`src/rtl/risc_core_pkg.sv`:
```
// Shared definitions for the multi-cycle RISC core: opcodes, FSM state encoding and
// the instruction field layout.
package risc_core_pkg;

   localparam int unsigned NumRegs  = 16;
   localparam int unsigned RegAddrW = 4;

   localparam logic [3:0] OpAdd  = 4'h0;
   localparam logic [3:0] OpSub  = 4'h1;
   localparam logic [3:0] OpAnd  = 4'h2;
   localparam logic [3:0] OpOr   = 4'h3;
   localparam logic [3:0] OpXor  = 4'h4;
   localparam logic [3:0] OpSlt  = 4'h5;
   localparam logic [3:0] OpSll  = 4'h6;
   localparam logic [3:0] OpSrl  = 4'h7;
   localparam logic [3:0] OpLi   = 4'h8;
   localparam logic [3:0] OpLw   = 4'h9;
   localparam logic [3:0] OpSw   = 4'hA;
   localparam logic [3:0] OpBeq  = 4'hB;
   localparam logic [3:0] OpBne  = 4'hC;
   localparam logic [3:0] OpJmp  = 4'hD;
   localparam logic [3:0] OpNop  = 4'hE;
   localparam logic [3:0] OpHalt = 4'hF;

   typedef enum logic [2:0] {
      StFetch  = 3'd0,
      StDecode = 3'd1,
      StExec   = 3'd2,
      StMem    = 3'd3,
      StWb     = 3'd4,
      StHalt   = 3'd5
   } state_e;

   // imm8 is {rt, rd}; imm4 is rd.
   typedef struct packed {
      logic [3:0] op;
      logic [3:0] rs;
      logic [3:0] rt;
      logic [3:0] rd;
   } instr_t;

endpackage

```
`src/rtl/core_regfile.sv`:
```
// 16-entry register file with two asynchronous read ports and one synchronous write port.
// R0 always reads as zero and ignores writes; synchronous clear on reset.
module core_regfile
   import risc_core_pkg::*;
#(
   parameter int unsigned DATA_W = 8
) (
   input  logic                i_clk,
   input  logic                i_reset,
   input  logic                i_we,
   input  logic [RegAddrW-1:0] i_waddr,
   input  logic [DATA_W-1:0]   i_wdata,
   input  logic [RegAddrW-1:0] i_raddr_a,
   input  logic [RegAddrW-1:0] i_raddr_b,
   output logic [DATA_W-1:0]   o_rdata_a,
   output logic [DATA_W-1:0]   o_rdata_b
);

   logic [DATA_W-1:0] r_regs [NumRegs];

   always_ff @(posedge i_clk) begin
      if (i_reset) begin
         for (int unsigned i = 0; i < NumRegs; i++) begin
            r_regs[i] <= '0;
         end
      end else if (i_we && (i_waddr != '0)) begin
         r_regs[i_waddr] <= i_wdata;
      end
   end

   assign o_rdata_a = (i_raddr_a == '0) ? '0 : r_regs[i_raddr_a];
   assign o_rdata_b = (i_raddr_b == '0) ? '0 : r_regs[i_raddr_b];

endmodule

```
`src/rtl/risc_multicycle_core.sv`:
```
// Multi-cycle 16-bit-instruction RISC core with req/ack instruction and data memory ports.
// FETCH/DECODE/EXEC/MEM/WB/HALT sequencing; all bus outputs are registered.
module risc_multicycle_core
   import risc_core_pkg::*;
#(
   parameter int unsigned DATA_W  = 8,
   parameter int unsigned PC_W    = 8,
   parameter int unsigned DADDR_W = 8
) (
   input  logic               i_clk,
   input  logic               i_reset,
   output logic               o_imem_req,
   output logic [PC_W-1:0]    o_imem_addr,
   input  logic               i_imem_ack,
   input  logic [15:0]        i_imem_rdata,
   output logic               o_dmem_req,
   output logic               o_dmem_we,
   output logic [DADDR_W-1:0] o_dmem_addr,
   output logic [DATA_W-1:0]  o_dmem_wdata,
   input  logic               i_dmem_ack,
   input  logic [DATA_W-1:0]  i_dmem_rdata,
   output logic [PC_W-1:0]    o_pc_out,
   output logic [2:0]         o_state_out,
   output logic               o_retire,
   output logic               o_halted
);

   localparam int unsigned ShW = $clog2(DATA_W);

   state_e               r_state;
   instr_t               r_instr;
   logic [PC_W-1:0]      r_pc;
   logic [DATA_W-1:0]    r_a;
   logic [DATA_W-1:0]    r_b;
   logic [DATA_W-1:0]    r_wb_data;
   logic                 r_imem_req;
   logic                 r_dmem_req;
   logic                 r_dmem_we;
   logic [DADDR_W-1:0]   r_dmem_addr;
   logic [DATA_W-1:0]    r_dmem_wdata;
   logic                 r_retire;
   logic                 r_halted;

   logic [3:0]           w_op;
   logic [7:0]           w_imm8;
   logic [3:0]           w_imm4;
   logic [ShW-1:0]       w_shamt;
   logic [DATA_W-1:0]    w_rdata_a;
   logic [DATA_W-1:0]    w_rdata_b;
   logic [DATA_W-1:0]    w_alu;
   logic [PC_W-1:0]      w_pc_inc;
   logic [PC_W-1:0]      w_pc_branch;
   logic [PC_W-1:0]      w_pc_next;
   logic [DADDR_W-1:0]   w_ea;
   logic                 w_rf_we;
   logic [RegAddrW-1:0]  w_rf_waddr;

   assign w_op    = r_instr.op;
   assign w_imm8  = {r_instr.rt, r_instr.rd};
   assign w_imm4  = r_instr.rd;
   assign w_shamt = r_b[ShW-1:0];

   core_regfile #(
      .DATA_W (DATA_W)
   ) u_regfile (
      .i_clk     (i_clk),
      .i_reset   (i_reset),
      .i_we      (w_rf_we),
      .i_waddr   (w_rf_waddr),
      .i_wdata   (r_wb_data),
      .i_raddr_a (r_instr.rs),
      .i_raddr_b (r_instr.rt),
      .o_rdata_a (w_rdata_a),
      .o_rdata_b (w_rdata_b)
   );

   always_comb begin
      w_alu = '0;
      case (w_op)
         OpAdd:   w_alu = r_a + r_b;
         OpSub:   w_alu = r_a - r_b;
         OpAnd:   w_alu = r_a & r_b;
         OpOr:    w_alu = r_a | r_b;
         OpXor:   w_alu = r_a ^ r_b;
         OpSlt:   w_alu = DATA_W'($signed(r_a) < $signed(r_b));
         OpSll:   w_alu = r_a << w_shamt;
         OpSrl:   w_alu = r_a >> w_shamt;
         OpLi:    w_alu = DATA_W'(w_imm8);
         default: w_alu = '0;
      endcase
   end

   // Branch offset is a signed 4-bit displacement relative to pc+1.
   always_comb begin
      w_pc_inc    = r_pc + PC_W'(1);
      w_pc_branch = w_pc_inc + PC_W'($signed(w_imm4));
      w_pc_next   = w_pc_inc;
      case (w_op)
         OpBeq:   w_pc_next = (r_a == r_b) ? w_pc_branch : w_pc_inc;
         OpBne:   w_pc_next = (r_a != r_b) ? w_pc_branch : w_pc_inc;
         OpJmp:   w_pc_next = PC_W'(w_imm8);
         default: w_pc_next = w_pc_inc;
      endcase
   end

   assign w_ea = DADDR_W'(r_a) + DADDR_W'(w_imm4);

   always_comb begin
      w_rf_we    = (r_state == StWb);
      w_rf_waddr = r_instr.rd;
      if (w_op == OpLi) begin
         w_rf_waddr = r_instr.rs;
      end else if (w_op == OpLw) begin
         w_rf_waddr = r_instr.rt;
      end
   end

   always_ff @(posedge i_clk) begin
      if (i_reset) begin
         r_state      <= StFetch;
         r_instr      <= '0;
         r_pc         <= '0;
         r_a          <= '0;
         r_b          <= '0;
         r_wb_data    <= '0;
         r_imem_req   <= 1'b0;
         r_dmem_req   <= 1'b0;
         r_dmem_we    <= 1'b0;
         r_dmem_addr  <= '0;
         r_dmem_wdata <= '0;
         r_retire     <= 1'b0;
         r_halted     <= 1'b0;
      end else begin
         r_retire <= 1'b0;
         unique case (r_state)
            StFetch: begin
               // Request is registered, so the first fetch after reset raises it here.
               if (!r_imem_req) begin
                  r_imem_req <= 1'b1;
               end else if (i_imem_ack) begin
                  r_imem_req <= 1'b0;
                  r_instr    <= i_imem_rdata;
                  r_state    <= StDecode;
               end
            end
            StDecode: begin
               r_a     <= w_rdata_a;
               r_b     <= w_rdata_b;
               r_state <= StExec;
            end
            StExec: begin
               r_wb_data <= w_alu;
               case (w_op)
                  OpBeq, OpBne, OpJmp, OpNop: begin
                     r_pc       <= w_pc_next;
                     r_retire   <= 1'b1;
                     r_imem_req <= 1'b1;
                     r_state    <= StFetch;
                  end
                  OpLw, OpSw: begin
                     r_dmem_req   <= 1'b1;
                     r_dmem_we    <= (w_op == OpSw);
                     r_dmem_addr  <= w_ea;
                     r_dmem_wdata <= r_b;
                     r_state      <= StMem;
                  end
                  OpHalt: begin
                     r_halted <= 1'b1;
                     r_state  <= StHalt;
                  end
                  default: r_state <= StWb;
               endcase
            end
            StMem: begin
               if (i_dmem_ack) begin
                  r_dmem_req <= 1'b0;
                  r_dmem_we  <= 1'b0;
                  if (!r_dmem_we) begin
                     r_wb_data <= i_dmem_rdata;
                     r_state   <= StWb;
                  end else begin
                     r_pc       <= w_pc_inc;
                     r_retire   <= 1'b1;
                     r_imem_req <= 1'b1;
                     r_state    <= StFetch;
                  end
               end
            end
            StWb: begin
               r_pc       <= w_pc_inc;
               r_retire   <= 1'b1;
               r_imem_req <= 1'b1;
               r_state    <= StFetch;
            end
            StHalt: r_state <= StHalt;
            default: r_state <= StFetch;
         endcase
      end
   end

   assign o_imem_req   = r_imem_req;
   assign o_imem_addr  = r_pc;
   assign o_dmem_req   = r_dmem_req;
   assign o_dmem_we    = r_dmem_we;
   assign o_dmem_addr  = r_dmem_addr;
   assign o_dmem_wdata = r_dmem_wdata;
   assign o_pc_out     = r_pc;
   assign o_state_out  = r_state;
   assign o_retire     = r_retire;
   assign o_halted     = r_halted;

endmodule

```
`config.mk`:
```
export PLATFORM = sky130hd
export DESIGN_NAME = risc_multicycle_core
export DESIGN_NICKNAME = d
export VERILOG_FILES = /design/src/rtl/risc_core_pkg.sv /design/src/rtl/core_regfile.sv /design/src/rtl/risc_multicycle_core.sv
export SDC_FILE = /design/constraint.sdc
export NUM_CORES = 1
export LEC_CHECK = 0
export CORE_MARGIN = 10
export CORE_UTILIZATION = 55
export CTS_BUF_LIST = sky130_fd_sc_hd__clkbuf_2 sky130_fd_sc_hd__clkbuf_4 sky130_fd_sc_hd__clkbuf_8
export DETAILED_ROUTE_END_ITERATION = 10
export GPL_ROUTABILITY_DRIVEN = 0
export PLACE_DENSITY = 0.76
export RECOVER_POWER = 25
export SYNTH_ARGS = -nofsm -noshare
export SYNTH_HDL_FRONTEND = slang
export SYNTH_SLANG_ARGS = --single-unit
```
`constraint.sdc`:
```
create_clock -name i_clk -period 3.85 [get_ports i_clk]
set_input_delay 0.77 -clock i_clk [delete_from_list [all_inputs] [get_ports i_clk]]
set_output_delay 0.77 -clock i_clk [all_outputs]
set_load 0.01 [all_outputs]
```
==> impl_metrics.xml, run 1 <==
<?xml version="1.0" encoding="UTF-8"?>
<metrics>
  <group name="run_status">
    <metric name="run_status" unit="">finished with violations</metric>
    <metric name="violations" unit="">capacitance limit, slew limit</metric>
  </group>
  <group name="route">
    <metric name="wirelength" unit="mm">35.9</metric>
    <metric name="drt_drc_violations_left" unit="">0</metric>
    <metric name="final_antenna_net_count" unit="">0</metric>
    <metric name="detailedRoute.firstPassIterationCount" unit="">5</metric>
    <metric name="initialDrtViolationCount" unit="">1062</metric>
    <metric name="routed_via_density" unit="">6.36</metric>
    <metric name="routed-via-count" unit="">9708</metric>
    <metric name="detail_route.wl_per_cell" unit="um">23.5</metric>
  </group>
  <group name="final_layout">
    <metric name="drive_above_1_share" unit="">0.125</metric>
    <metric name="multiInputGateArea" unit="sq um">6980</metric>
    <metric name="register_cell_area_after_layout" unit="sq um">5450</metric>
    <metric name="layout-area-overhead-vs-synth" unit="%">10.8</metric>
    <metric name="nets" unit="">1251</metric>
    <metric name="finish.utilization" unit="">0.618</metric>
    <metric name="post-route-cell-area" unit="sq um">14500</metric>
    <metric name="final_non_filler_cell_total" unit="">1527</metric>
    <metric name="n_fill_cell" unit="">1880</metric>
  </group>
  <group name="global_route">
    <metric name="global_route.overflow_total" unit="">0</metric>
    <metric name="first_global_vias" unit="">9460</metric>
    <metric name="antenna_found_initial" unit="">0</metric>
    <metric name="grt_use_total" unit="">0.234</metric>
    <metric name="grt_max_degree" unit="">81</metric>
    <metric name="wire_length_of_the_first_global_routing_pass" unit="mm">55.3</metric>
  </group>
  <group name="worst_hold_path">
    <metric name="timing.hold.worst_path_depth" unit="">2</metric>
    <metric name="min_from" unit="">o_halted$_SDFFE_PP0P_</metric>
    <metric name="worstHoldPathType" unit="">reg2reg</metric>
    <metric name="timing.hold.worst_endpoint" unit="">o_halted$_SDFFE_PP0P_</metric>
  </group>
  <group name="floorplanning">
    <metric name="dieWidth" unit="um">174</metric>
    <metric name="initial_utilization" unit="">0.558</metric>
    <metric name="floorplan.io_pins" unit="">68</metric>
    <metric name="die_h" unit="um">174</metric>
    <metric name="floorplan.core_area" unit="sq um">23400</metric>
    <metric name="placementRows" unit="">56</metric>
    <metric name="die_area" unit="sq um">30300</metric>
  </group>
  <group name="worst_setup_path">
    <metric name="critical_path.cell_chain" unit="">clkbuf_1 -&gt; clkbuf_2 -&gt; or2_1</metric>
    <metric name="critical_path_cell_count" unit="">3</metric>
    <metric name="critical_path_buf_inv_count" unit="">2</metric>
    <metric name="worst_setup_path_end_kind" unit="">flop</metric>
    <metric name="timing.rr.end" unit="">r_wb_data[4]$_SDFFE_PP0P_</metric>
    <metric name="maximum_fanout_along_the_worst_path" unit="">80</metric>
    <metric name="cp_peak_stage_delay" unit="ns">1.43</metric>
    <metric name="worst-setup-path-type" unit="">in2reg</metric>
    <metric name="ff2ff_path_depth" unit="">8</metric>
    <metric name="critPathArrivalTime" unit="ns">3.46</metric>
    <metric name="timing.rr.start" unit="">r_b[0]$_SDFFE_PP0P_</metric>
    <metric name="critPathSlowestCell" unit="">clkbuf_2</metric>
    <metric name="worstPathRequired" unit="ns">4.05</metric>
    <metric name="r2r_setup_slack" unit="ns">0.83</metric>
    <metric name="crit_path_max_delay_family" unit="">buffers and inverters</metric>
    <metric name="startpoint_type" unit="">input pin</metric>
  </group>
  <group name="timing">
    <metric name="fin_worst_skew" unit="ns">0.0260</metric>
    <metric name="layout_setup_ws" unit="ns">0.589</metric>
    <metric name="worst_hold_slack" unit="ns">0.471</metric>
    <metric name="slew_violations" unit="">81</metric>
    <metric name="slew_at_the_pin_closest_to_its_max_slew_limit" unit="ns">1.80</metric>
    <metric name="report.final.hold_viol_count" unit="">0</metric>
    <metric name="setup-tns-final" unit="ns">0</metric>
    <metric name="slew_margin_rel" unit="">-0.200</metric>
    <metric name="setup-violations-final" unit="">0</metric>
    <metric name="fmax" unit="GHz">0.307</metric>
    <metric name="unrepaired_setup_endpoints_after_global_routing" unit="">false</metric>
    <metric name="final.min_clock_period" unit="ns">3.26</metric>
    <metric name="min_period_over_period" unit="">0.847</metric>
  </group>
  <group name="placed_design">
    <metric name="place_worst_setup_slack" unit="ns">0.796</metric>
    <metric name="io_buffers" unit="">67</metric>
    <metric name="place_inst" unit="">1463</metric>
    <metric name="area_after_detailed_placement" unit="sq um">13700</metric>
    <metric name="detailedPlacementHpwl" unit="mm">25.2</metric>
  </group>
  <group name="power">
    <metric name="pwr_density_cell" unit="nW/um^2">352</metric>
    <metric name="report.power.total" unit="mW">5.09</metric>
    <metric name="power_leakage" unit="nW">5.21</metric>
    <metric name="worst_ir_drop_vdd" unit="uV">316</metric>
  </group>
  <group name="synth">
    <metric name="netlist.area_leader.share" unit="">0.295</metric>
    <metric name="synth_unique_cells" unit="">93</metric>
    <metric name="synth_seq_area_share" unit="">0.417</metric>
    <metric name="ys_warn_count" unit="">0</metric>
    <metric name="most_numerous_cell_types_in_the_synthesized_netlist" unit="">edfxtp_1, and2_1, nor2_1, nand2_1, dfxtp_1</metric>
    <metric name="synth_edf_count" unit="">128</metric>
    <metric name="ys_async_sr_fraction" unit="">0</metric>
    <metric name="synth_top_flop_cell" unit="">edfxtp_1</metric>
    <metric name="postSynthCellCount" unit="">1142</metric>
    <metric name="yosys_register_bits" unit="">208</metric>
    <metric name="synth.area.top_cells" unit="">edfxtp_1, dfxtp_1, mux4_1</metric>
    <metric name="yosysTopAreaCell" unit="">edfxtp_1</metric>
    <metric name="syn_area_per_cell" unit="sq um">11.4</metric>
    <metric name="post-synth-top-count-cell" unit="">edfxtp_1</metric>
    <metric name="post_synth_instance_area" unit="sq um">13000</metric>
  </group>
  <group name="clock_tree">
    <metric name="tritoncts" unit="">yes</metric>
    <metric name="cts.repair_timing.setup_buffer_count" unit="">0</metric>
    <metric name="cell_at_the_root_of_the_clock_tree" unit="">clkbuf_8</metric>
    <metric name="clock_sink_count" unit="">208</metric>
    <metric name="cts_resized" unit="">0</metric>
    <metric name="clock_latency" unit="ns">0.55</metric>
    <metric name="clock_h_tree_levels" unit="">2</metric>
    <metric name="cts_buffers" unit="">36</metric>
    <metric name="worst_setup_hold_path_clk_slew" unit="ns">0.05</metric>
    <metric name="cts-root-to-sink-buffers" unit="">3</metric>
    <metric name="post_cts_hold_buffer_count" unit="">0</metric>
  </group>
  <group name="job">
    <metric name="drv_cap" unit="">1</metric>
  </group>
</metrics>
## sequential cells by signal (all words and copies together), names as in the netlist, 3 cells and up, named ones only
name / count
u_regfile.r_regs: 128
o_dmem_addr: 8
o_dmem_wdata: 8
o_imem_addr: 8
r_a: 8
r_b: 8
r_instr: 8
r_wb_data: 8
w_imm4: 4
w_op: 4
o_state_out: 3
## power by group
| group | switching, mW | leakage, nW | internal, mW |
|---|---|---|---|
| clock network | 0.905 | 0.381 | 1.13 |
| logic | 0.281 | 2.87 | 0.239 |
| registers | 0.0978 | 1.96 | 2.43 |
## routing by layer
metal	GRT usage	wire length, um	share of wire	vias to the layer above
met4	0.0987	1390	0.039	0
met3	0.0475	3020	0.084	90
met2	0.387	17500	0.49	480
met1	0.292	14000	0.39	4783
li1	-	-	-	4355
met5	0	0	0	-
## worst reg2reg max path: cells and delay by family (launching register included)
| kind | cells | cell delay, ns |
|---|---|---|
| AO/OA/AOI/OAI | 4 | 1.34 |
| XOR/XNOR | 1 | 0.16 |
| adder cells (fa/ha/maj) | 2 | 0.78 |
| flip-flops | 1 | 0.47 |
| AND/OR/NAND/NOR | 1 | 0.05 |
## cell type report
class,instances,share of cell area
clock buffers,53,0.0440
inverters,37,0.00960
clock inverters,10,0.00571
diodes,1,0.000173
flip-flops and latches,208,0.377
repair buffers,83,0.0541
multi-input cells,816,0.482
well taps,319,0.0276
## layout by cell type, fill, tap and decap left out, types with 17 or more instances in the layout
master	n
mux4_2	30
a21oi_1	50
a211oi_1	17
ha_1	37
nor2_1	92
and2_1	119
a22oi_1	24
nand3_1	18
edfxtp_1	128
inv_1	37
mux2i_1	19
dfxtp_1	80
clkbuf_8	38
mux4_1	58
clkdlybuf4s50_1	29
dlygate4sd3_1	37
o21ai_0	17
nand2_1	86
## worst max-delay path by stage
stage                                           endpoint  slack, ns                 from
floorplan                    o_imem_addr[2]$_SDFFE_PP0P_       1.33  r_b[0]$_SDFFE_PP0P_
global placement               r_wb_data[4]$_SDFFE_PP0P_       0.83           i_dmem_ack
detailed placement             r_wb_data[4]$_SDFFE_PP0P_       0.80           i_dmem_ack
CTS                            r_wb_data[4]$_SDFFE_PP0P_       0.98  r_b[0]$_SDFFE_PP0P_
global route        u_regfile.r_regs[8][0]$_SDFFCE_PN0P_       0.49              i_reset
finish              u_regfile.r_regs[8][0]$_SDFFCE_PN0P_       0.59              i_reset
## logic make-up after synthesis
family                     count (synthesis)  synth area share
AOI/OAI and AO/OA                        199             0.106
xor gates and xnor gates                  22            0.0148
adders and majority gates                 41            0.0416
buffers and inverters                    125            0.0500
DFF                                      208             0.417
muxes                                    111             0.188
other                                      1          0.000287
and+or+nand+nor                          435             0.182
Note: power is estimated with default switching activity, not from simulation.
==> run 2: changes to the inputs <==
==> constraint.sdc (replaced) <==
create_clock -name i_clk -period 3.41 [get_ports i_clk]
set_input_delay 0.682 -clock i_clk [delete_from_list [all_inputs] [get_ports i_clk]]
set_output_delay 0.682 -clock i_clk [all_outputs]
set_load 0.01 [all_outputs]
==> run 2 against run 1 <==
Effect of this change: the run now ends clean; clock power grew 12%; via count shrank 0.35%; worst hold slack gained 0.016 ns; die area is the same; combinational power grew 16%; count of clock-buffer cells in the layout shrank 3; sequential share of layout area shrank 0.20 points; global-route usage shrank 0.56 points; register-to-register slack lost 0.38 ns; critical path depth grew 3; cell area grew 0.53%; sequential power grew 12%; highest routed layer unchanged.
==> impl_metrics.xml, run 2 (synthesized netlist as in run 1, its figures left out) <==
<?xml version="1.0" encoding="UTF-8"?>
<metrics>
  <group name="run_status">
    <metric name="run_status" unit="">completed</metric>
  </group>
  <group name="worst_setup_path">
    <metric name="critical_path.cell_chain" unit="">and4bb_1 -&gt; mux2i_1 -&gt; and3_1 -&gt; o21ai_0 -&gt; nor2_1 -&gt; or2_1</metric>
    <metric name="critPathArrivalTime" unit="ns">3.15</metric>
    <metric name="worst-setup-path-type" unit="">reg2reg</metric>
    <metric name="critPathSlowestCell" unit="">dfxtp_1</metric>
    <metric name="cp_peak_stage_delay" unit="ns">0.64</metric>
    <metric name="worstPathRequired" unit="ns">3.60</metric>
    <metric name="worst_setup_path_end_kind" unit="">flop</metric>
    <metric name="startpoint_type" unit="">flop</metric>
    <metric name="r2r_setup_slack" unit="ns">0.45</metric>
    <metric name="maximum_fanout_along_the_worst_path" unit="">12</metric>
  </group>
  <group name="floorplanning">
    <metric name="floorplan.io_pins" unit="">68</metric>
    <metric name="die_area" unit="sq um">30300</metric>
    <metric name="dieWidth" unit="um">174</metric>
    <metric name="initial_utilization" unit="">0.558</metric>
    <metric name="placementRows" unit="">56</metric>
    <metric name="floorplan.core_area" unit="sq um">23400</metric>
    <metric name="die_h" unit="um">174</metric>
  </group>
  <group name="timing">
    <metric name="slew_at_the_pin_closest_to_its_max_slew_limit" unit="ns">1.32</metric>
    <metric name="setup-violations-final" unit="">0</metric>
    <metric name="fin_worst_skew" unit="ns">0.0299</metric>
    <metric name="worst_hold_slack" unit="ns">0.487</metric>
    <metric name="report.final.hold_viol_count" unit="">0</metric>
    <metric name="slew_margin_rel" unit="">0.117</metric>
    <metric name="fmax" unit="GHz">0.338</metric>
    <metric name="min_period_over_period" unit="">0.868</metric>
    <metric name="final.min_clock_period" unit="ns">2.96</metric>
    <metric name="slew_violations" unit="">0</metric>
    <metric name="unrepaired_setup_endpoints_after_global_routing" unit="">false</metric>
    <metric name="setup-tns-final" unit="ns">0</metric>
  </group>
  <group name="route">
    <metric name="wirelength" unit="mm">35.4</metric>
    <metric name="detailedRoute.firstPassIterationCount" unit="">6</metric>
    <metric name="routed_via_density" unit="">6.28</metric>
    <metric name="drt_drc_violations_left" unit="">0</metric>
    <metric name="initialDrtViolationCount" unit="">1091</metric>
    <metric name="detail_route.wl_per_cell" unit="um">23.0</metric>
    <metric name="final_antenna_net_count" unit="">0</metric>
    <metric name="routed-via-count" unit="">9674</metric>
  </group>
  <group name="clock_tree">
    <metric name="cts.repair_timing.setup_buffer_count" unit="">0</metric>
    <metric name="clock_sink_count" unit="">208</metric>
    <metric name="cts_resized" unit="">0</metric>
    <metric name="cts_buffers" unit="">37</metric>
    <metric name="clock_h_tree_levels" unit="">2</metric>
    <metric name="tritoncts" unit="">yes</metric>
    <metric name="post_cts_hold_buffer_count" unit="">0</metric>
    <metric name="clock_latency" unit="ns">0.55</metric>
    <metric name="cts-root-to-sink-buffers" unit="">3</metric>
    <metric name="worst_setup_hold_path_clk_slew" unit="ns">0.06</metric>
    <metric name="cell_at_the_root_of_the_clock_tree" unit="">clkbuf_8</metric>
  </group>
  <group name="global_route">
    <metric name="global_route.overflow_total" unit="">0</metric>
    <metric name="first_global_vias" unit="">9472</metric>
    <metric name="wire_length_of_the_first_global_routing_pass" unit="mm">54.8</metric>
    <metric name="grt_max_degree" unit="">59</metric>
    <metric name="grt_use_total" unit="">0.228</metric>
    <metric name="antenna_found_initial" unit="">0</metric>
  </group>
  <group name="final_layout">
    <metric name="layout_commonest_cell" unit="">edfxtp_1</metric>
    <metric name="max_flop_register" unit="">u_regfile.r_regs</metric>
    <metric name="n_fill_cell" unit="">1897</metric>
    <metric name="layout-area-overhead-vs-synth" unit="%">11.4</metric>
    <metric name="multiInputGateArea" unit="sq um">6970</metric>
    <metric name="most_frequent_cells_in_the_layout" unit="">edfxtp_1, and2_1, nor2_1</metric>
    <metric name="drive_above_1_share" unit="">0.131</metric>
    <metric name="largest_register_ffs" unit="">128</metric>
    <metric name="post-route-cell-area" unit="sq um">14500</metric>
    <metric name="register_cell_area_after_layout" unit="sq um">5450</metric>
    <metric name="nets" unit="">1265</metric>
    <metric name="insertedDiodeCount" unit="">0</metric>
  </group>
  <group name="worst_hold_path">
    <metric name="worstHoldPathType" unit="">reg2reg</metric>
  </group>
  <group name="placed_design">
    <metric name="area_after_detailed_placement" unit="sq um">13800</metric>
    <metric name="detailedPlacementHpwl" unit="mm">25.5</metric>
    <metric name="io_buffers" unit="">67</metric>
  </group>
  <group name="power">
    <metric name="pwr_density_cell" unit="nW/um^2">394</metric>
    <metric name="power_leakage" unit="nW">5.28</metric>
    <metric name="report.power.total" unit="mW">5.72</metric>
    <metric name="worst_ir_drop_vdd" unit="uV">362</metric>
  </group>
  <group name="job">
    <metric name="drv_cap" unit="">0</metric>
  </group>
</metrics>
-- run 2: cell types whose count changed in the layout (fill, tap and decap cells not counted), sizes merged --
cell,before,now
clkbuf,55,53
clkinv,6,13
clkinvlp,1,0
buf,15,27
bufinv,1,0
diode,1,0
-- run 2: worst paths after layout --
path | startpoint | endpoint | depth (start not counted)
setup / recovery | w_op[2]$_SDFFE_PP0P_ | u_regfile.r_regs[3][2]$_SDFFCE_PN0P_ | 6
hold / removal | o_dmem_wdata[2]$_SDFFE_PP0P_ | o_dmem_wdata[2]$_SDFFE_PP0P_ | 2
setup reg to reg | w_op[2]$_SDFFE_PP0P_ | u_regfile.r_regs[3][2]$_SDFFCE_PN0P_ | 6
hold reg to reg | o_dmem_wdata[2]$_SDFFE_PP0P_ | o_dmem_wdata[2]$_SDFFE_PP0P_ | 2
-- run 2: layout make-up --
| cell class | instances | share of cell area |
|---|---|---|
| clock inverter | 15 | 0.00525 |
| inverter | 37 | 0.00955 |
| timing repair buffer | 96 | 0.0603 |
| clock buffer | 50 | 0.0435 |
| multi-input combinational | 816 | 0.479 |
| tap | 319 | 0.0275 |
| sequential | 208 | 0.375 |
-- run 2: metrics by stage --
step | setup WS (ns) | instances | util
after global placement | 0.777 | 1476 | 0.592
final | 0.450 | 1541 | 0.621
after floorplan | 0.894 | 1149 | -
after detailed placement | 0.655 | 1476 | 0.592
after global routing | 0.289 | 1541 | 0.621
after CTS | 0.613 | 1541 | 0.622
-- run 2: critical path: cells and delay by family (launching register included) --
family,cells,cell delay [ns]
muxes,1,0.33
DFF,1,0.64
and+or+nand+nor,4,1.45
AOI/OAI and AO/OA,1,0.18
-- run 2: power by group --
| part | total, mW | switching, mW | leakage, nW | internal, mW |
|---|---|---|---|---|
| combinational | 0.603 | 0.328 | 2.93 | 0.276 |
| sequential | 2.84 | 0.0979 | 1.96 | 2.75 |
| clock | 2.28 | 1.06 | 0.381 | 1.21 |
| total | 5.72 | 1.49 | 5.28 | 4.23 |
-- run 2: per-layer routing --
| metal | part of all wire | GRT usage | wire, um |
|---|---|---|---|
| met1 | 0.38 | 0.285 | 13400 |
| met2 | 0.49 | 0.376 | 17200 |
| met3 | 0.091 | 0.0436 | 3210 |
| met4 | 0.044 | 0.105 | 1580 |
| met5 | 0 | 0.00166 | 0 |
==> run 3: changes to the inputs <==
--- a/config.mk
+++ b/config.mk
@@ -7,7 +7,6 @@
 export LEC_CHECK = 0
 export CORE_MARGIN = 10
 export CORE_UTILIZATION = 55
-export CTS_BUF_LIST = sky130_fd_sc_hd__clkbuf_2 sky130_fd_sc_hd__clkbuf_4 sky130_fd_sc_hd__clkbuf_8
 export DETAILED_ROUTE_END_ITERATION = 10
 export GPL_ROUTABILITY_DRIVEN = 0
 export PLACE_DENSITY = 0.76
==> run 3 against run 2 <==
Effect of this change: clock power grew 9.6%; final cell count down 1.5%; total power is 4.0% higher; via count is 0.12% higher; wire length is 0.47% higher; sequential share of layout area shrank 0.096 points; largest cell class unchanged; core utilization rose by 0.16 points; count of clock-buffer cells in the layout decreased by 26; worst setup slack better by 0.030 ns; cell area is 0.26% higher.
==> impl_metrics.xml, run 3 (synthesized netlist as in run 1, its figures left out) <==
<?xml version="1.0" encoding="UTF-8"?>
<metrics>
  <group name="worst_setup_path">
    <metric name="worst-setup-path-type" unit="">reg2reg</metric>
    <metric name="critical_path.endpoint" unit="">u_regfile.r_regs[3][2]$_SDFFCE_PN0P_</metric>
    <metric name="maximum_fanout_along_the_worst_path" unit="">12</metric>
    <metric name="timing.rr.start" unit="">w_op[2]$_SDFFE_PP0P_</metric>
    <metric name="critical_path.cell_chain" unit="">and4bb_1 -&gt; mux2i_1 -&gt; and3_1 -&gt; o21ai_0 -&gt; nor2_1 -&gt; or2_1</metric>
    <metric name="startpoint_type" unit="">flop</metric>
    <metric name="r2r_setup_slack" unit="ns">0.48</metric>
    <metric name="worst_setup_path_end_kind" unit="">flop</metric>
    <metric name="critical_path.startpoint" unit="">w_op[2]$_SDFFE_PP0P_</metric>
    <metric name="worstPathRequired" unit="ns">3.60</metric>
    <metric name="ff2ff_path_depth" unit="">6</metric>
    <metric name="cp_peak_stage_delay" unit="ns">0.63</metric>
    <metric name="critPathSlowestCell" unit="">dfxtp_1</metric>
    <metric name="timing.rr.end" unit="">u_regfile.r_regs[3][2]$_SDFFCE_PN0P_</metric>
    <metric name="critPathArrivalTime" unit="ns">3.12</metric>
  </group>
  <group name="global_route">
    <metric name="global_route.overflow_total" unit="">0</metric>
    <metric name="first_global_vias" unit="">9396</metric>
    <metric name="antenna_found_initial" unit="">0</metric>
    <metric name="wire_length_of_the_first_global_routing_pass" unit="mm">54.9</metric>
    <metric name="grt_max_degree" unit="">59</metric>
    <metric name="grt_use_total" unit="">0.228</metric>
  </group>
  <group name="clock_tree">
    <metric name="clock_latency" unit="ns">0.54</metric>
    <metric name="clock_sink_count" unit="">208</metric>
    <metric name="cell_at_the_root_of_the_clock_tree" unit="">clkbuf_16</metric>
    <metric name="cts_buffers" unit="">23</metric>
    <metric name="clock_h_tree_levels" unit="">1</metric>
    <metric name="worst_setup_hold_path_clk_slew" unit="ns">0.07</metric>
    <metric name="tritoncts" unit="">yes</metric>
    <metric name="cts-root-to-sink-buffers" unit="">3</metric>
    <metric name="cts_resized" unit="">0</metric>
    <metric name="cts.repair_timing.setup_buffer_count" unit="">0</metric>
    <metric name="post_cts_hold_buffer_count" unit="">0</metric>
  </group>
  <group name="power">
    <metric name="worst_ir_drop_vdd" unit="uV">432</metric>
    <metric name="power_leakage" unit="nW">5.25</metric>
    <metric name="pwr_density_cell" unit="nW/um^2">408</metric>
  </group>
  <group name="job">
    <metric name="drv_cap" unit="">0</metric>
  </group>
  <group name="final_layout">
    <metric name="nets" unit="">1251</metric>
    <metric name="layout_commonest_cell" unit="">edfxtp_1</metric>
    <metric name="largest_register_ffs" unit="">128</metric>
    <metric name="drive_above_1_share" unit="">0.116</metric>
    <metric name="max_flop_register" unit="">u_regfile.r_regs</metric>
    <metric name="multiInputGateArea" unit="sq um">6970</metric>
    <metric name="layout-area-overhead-vs-synth" unit="%">11.7</metric>
    <metric name="most_frequent_cells_in_the_layout" unit="">edfxtp_1, and2_1, nor2_1</metric>
    <metric name="insertedDiodeCount" unit="">0</metric>
    <metric name="register_cell_area_after_layout" unit="sq um">5450</metric>
    <metric name="n_fill_cell" unit="">1862</metric>
    <metric name="finish.utilization" unit="">0.623</metric>
  </group>
  <group name="run_status">
    <metric name="run_status" unit="">completed</metric>
  </group>
  <group name="floorplanning">
    <metric name="placementRows" unit="">56</metric>
    <metric name="floorplan.core_area" unit="sq um">23400</metric>
    <metric name="die_h" unit="um">174</metric>
    <metric name="floorplan.io_pins" unit="">68</metric>
    <metric name="dieWidth" unit="um">174</metric>
    <metric name="die_area" unit="sq um">30300</metric>
    <metric name="initial_utilization" unit="">0.558</metric>
  </group>
  <group name="route">
    <metric name="routed_via_density" unit="">6.38</metric>
    <metric name="detailedRoute.firstPassIterationCount" unit="">5</metric>
    <metric name="final_antenna_net_count" unit="">0</metric>
    <metric name="wirelength" unit="mm">35.6</metric>
    <metric name="detail_route.wl_per_cell" unit="um">23.5</metric>
    <metric name="drt_drc_violations_left" unit="">0</metric>
    <metric name="routed-via-count" unit="">9686</metric>
    <metric name="initialDrtViolationCount" unit="">1070</metric>
  </group>
  <group name="timing">
    <metric name="final.min_clock_period" unit="ns">2.93</metric>
    <metric name="slew_violations" unit="">0</metric>
    <metric name="slew_margin_rel" unit="">0.142</metric>
    <metric name="fin_worst_skew" unit="ns">0.0265</metric>
    <metric name="setup-violations-final" unit="">0</metric>
    <metric name="fmax" unit="GHz">0.341</metric>
    <metric name="unrepaired_setup_endpoints_after_global_routing" unit="">false</metric>
    <metric name="setup-tns-final" unit="ns">0</metric>
    <metric name="layout_setup_ws" unit="ns">0.480</metric>
    <metric name="min_period_over_period" unit="">0.859</metric>
    <metric name="report.final.hold_viol_count" unit="">0</metric>
    <metric name="slew_at_the_pin_closest_to_its_max_slew_limit" unit="ns">1.29</metric>
  </group>
  <group name="placed_design">
    <metric name="detailedPlacementHpwl" unit="mm">25.5</metric>
    <metric name="io_buffers" unit="">67</metric>
    <metric name="place_worst_setup_slack" unit="ns">0.655</metric>
  </group>
  <group name="worst_hold_path">
    <metric name="worstHoldPathType" unit="">reg2reg</metric>
  </group>
</metrics>
run 3: metrics by stage:
stage	hold slack, ns	instances	area (sq um)	total power [mW]
2_1_floorplan	0.464	1149	13100	3.29
3_3_place_gp	0.476	1476	13800	3.48
3_5_place_dp	0.483	1476	13800	3.49
4_1_cts	0.498	1518	14600	5.97
5_1_grt	0.516	1518	14600	6.12
6_report	0.488	1518	14600	5.95
run 3: routing by layer:
layer	vias to the layer above	global-route usage	part of all wire
li1	4351	-	-
met1	4731	0.280	0.39
met2	473	0.374	0.48
met3	131	0.0453	0.075
met4	0	0.119	0.058
met5	-	0	0
run 3: where the power goes:
part | switching, mW | internal [mW] | total (mW) | leakage [nW]
sequential | 0.0987 | 2.74 | 2.84 | 1.96
clock | 1.09 | 1.41 | 2.50 | 0.357
combinational | 0.328 | 0.276 | 0.604 | 2.92
total | 1.52 | 4.43 | 5.95 | 5.25
run 3: final cells by class:
class                           instances  share of cell area
Clock inverter                         18              0.0121
Clock buffer                           24              0.0397
Sequential cell                       208               0.374
Timing Repair Buffer                   96              0.0597
Inverter                               37             0.00953
Multi-Input combinational cell        816               0.478
Tap cell                              319              0.0274
run 3: worst min-delay path by stage:
stage,startpoint,end,slack [ns],cells after the start
CTS,o_dmem_addr[3]$_SDFFE_PP0P_,o_dmem_addr[3]$_SDFFE_PP0P_,0.50,2
finish,o_dmem_wdata[2]$_SDFFE_PP0P_,o_dmem_wdata[2]$_SDFFE_PP0P_,0.49,2
global route,o_dmem_addr[6]$_SDFFE_PP0P_,o_dmem_addr[6]$_SDFFE_PP0P_,0.52,2
floorplan,r_instr[9]$_SDFFE_PP0P_,flop,0.46,2
global placement,o_dmem_addr[2]$_SDFFE_PP0P_,o_dmem_addr[2]$_SDFFE_PP0P_,0.48,2
detailed placement,o_dmem_addr[3]$_SDFFE_PP0P_,o_dmem_addr[3]$_SDFFE_PP0P_,0.48,2
run 3: worst max-delay path: cells and delay by family (launching register included):
kind	cells	cell delay, ns
AO/OA/AOI/OAI	1	0.20
AND/OR/NAND/NOR	4	1.44
flip-flops	1	0.63
multiplexers	1	0.33
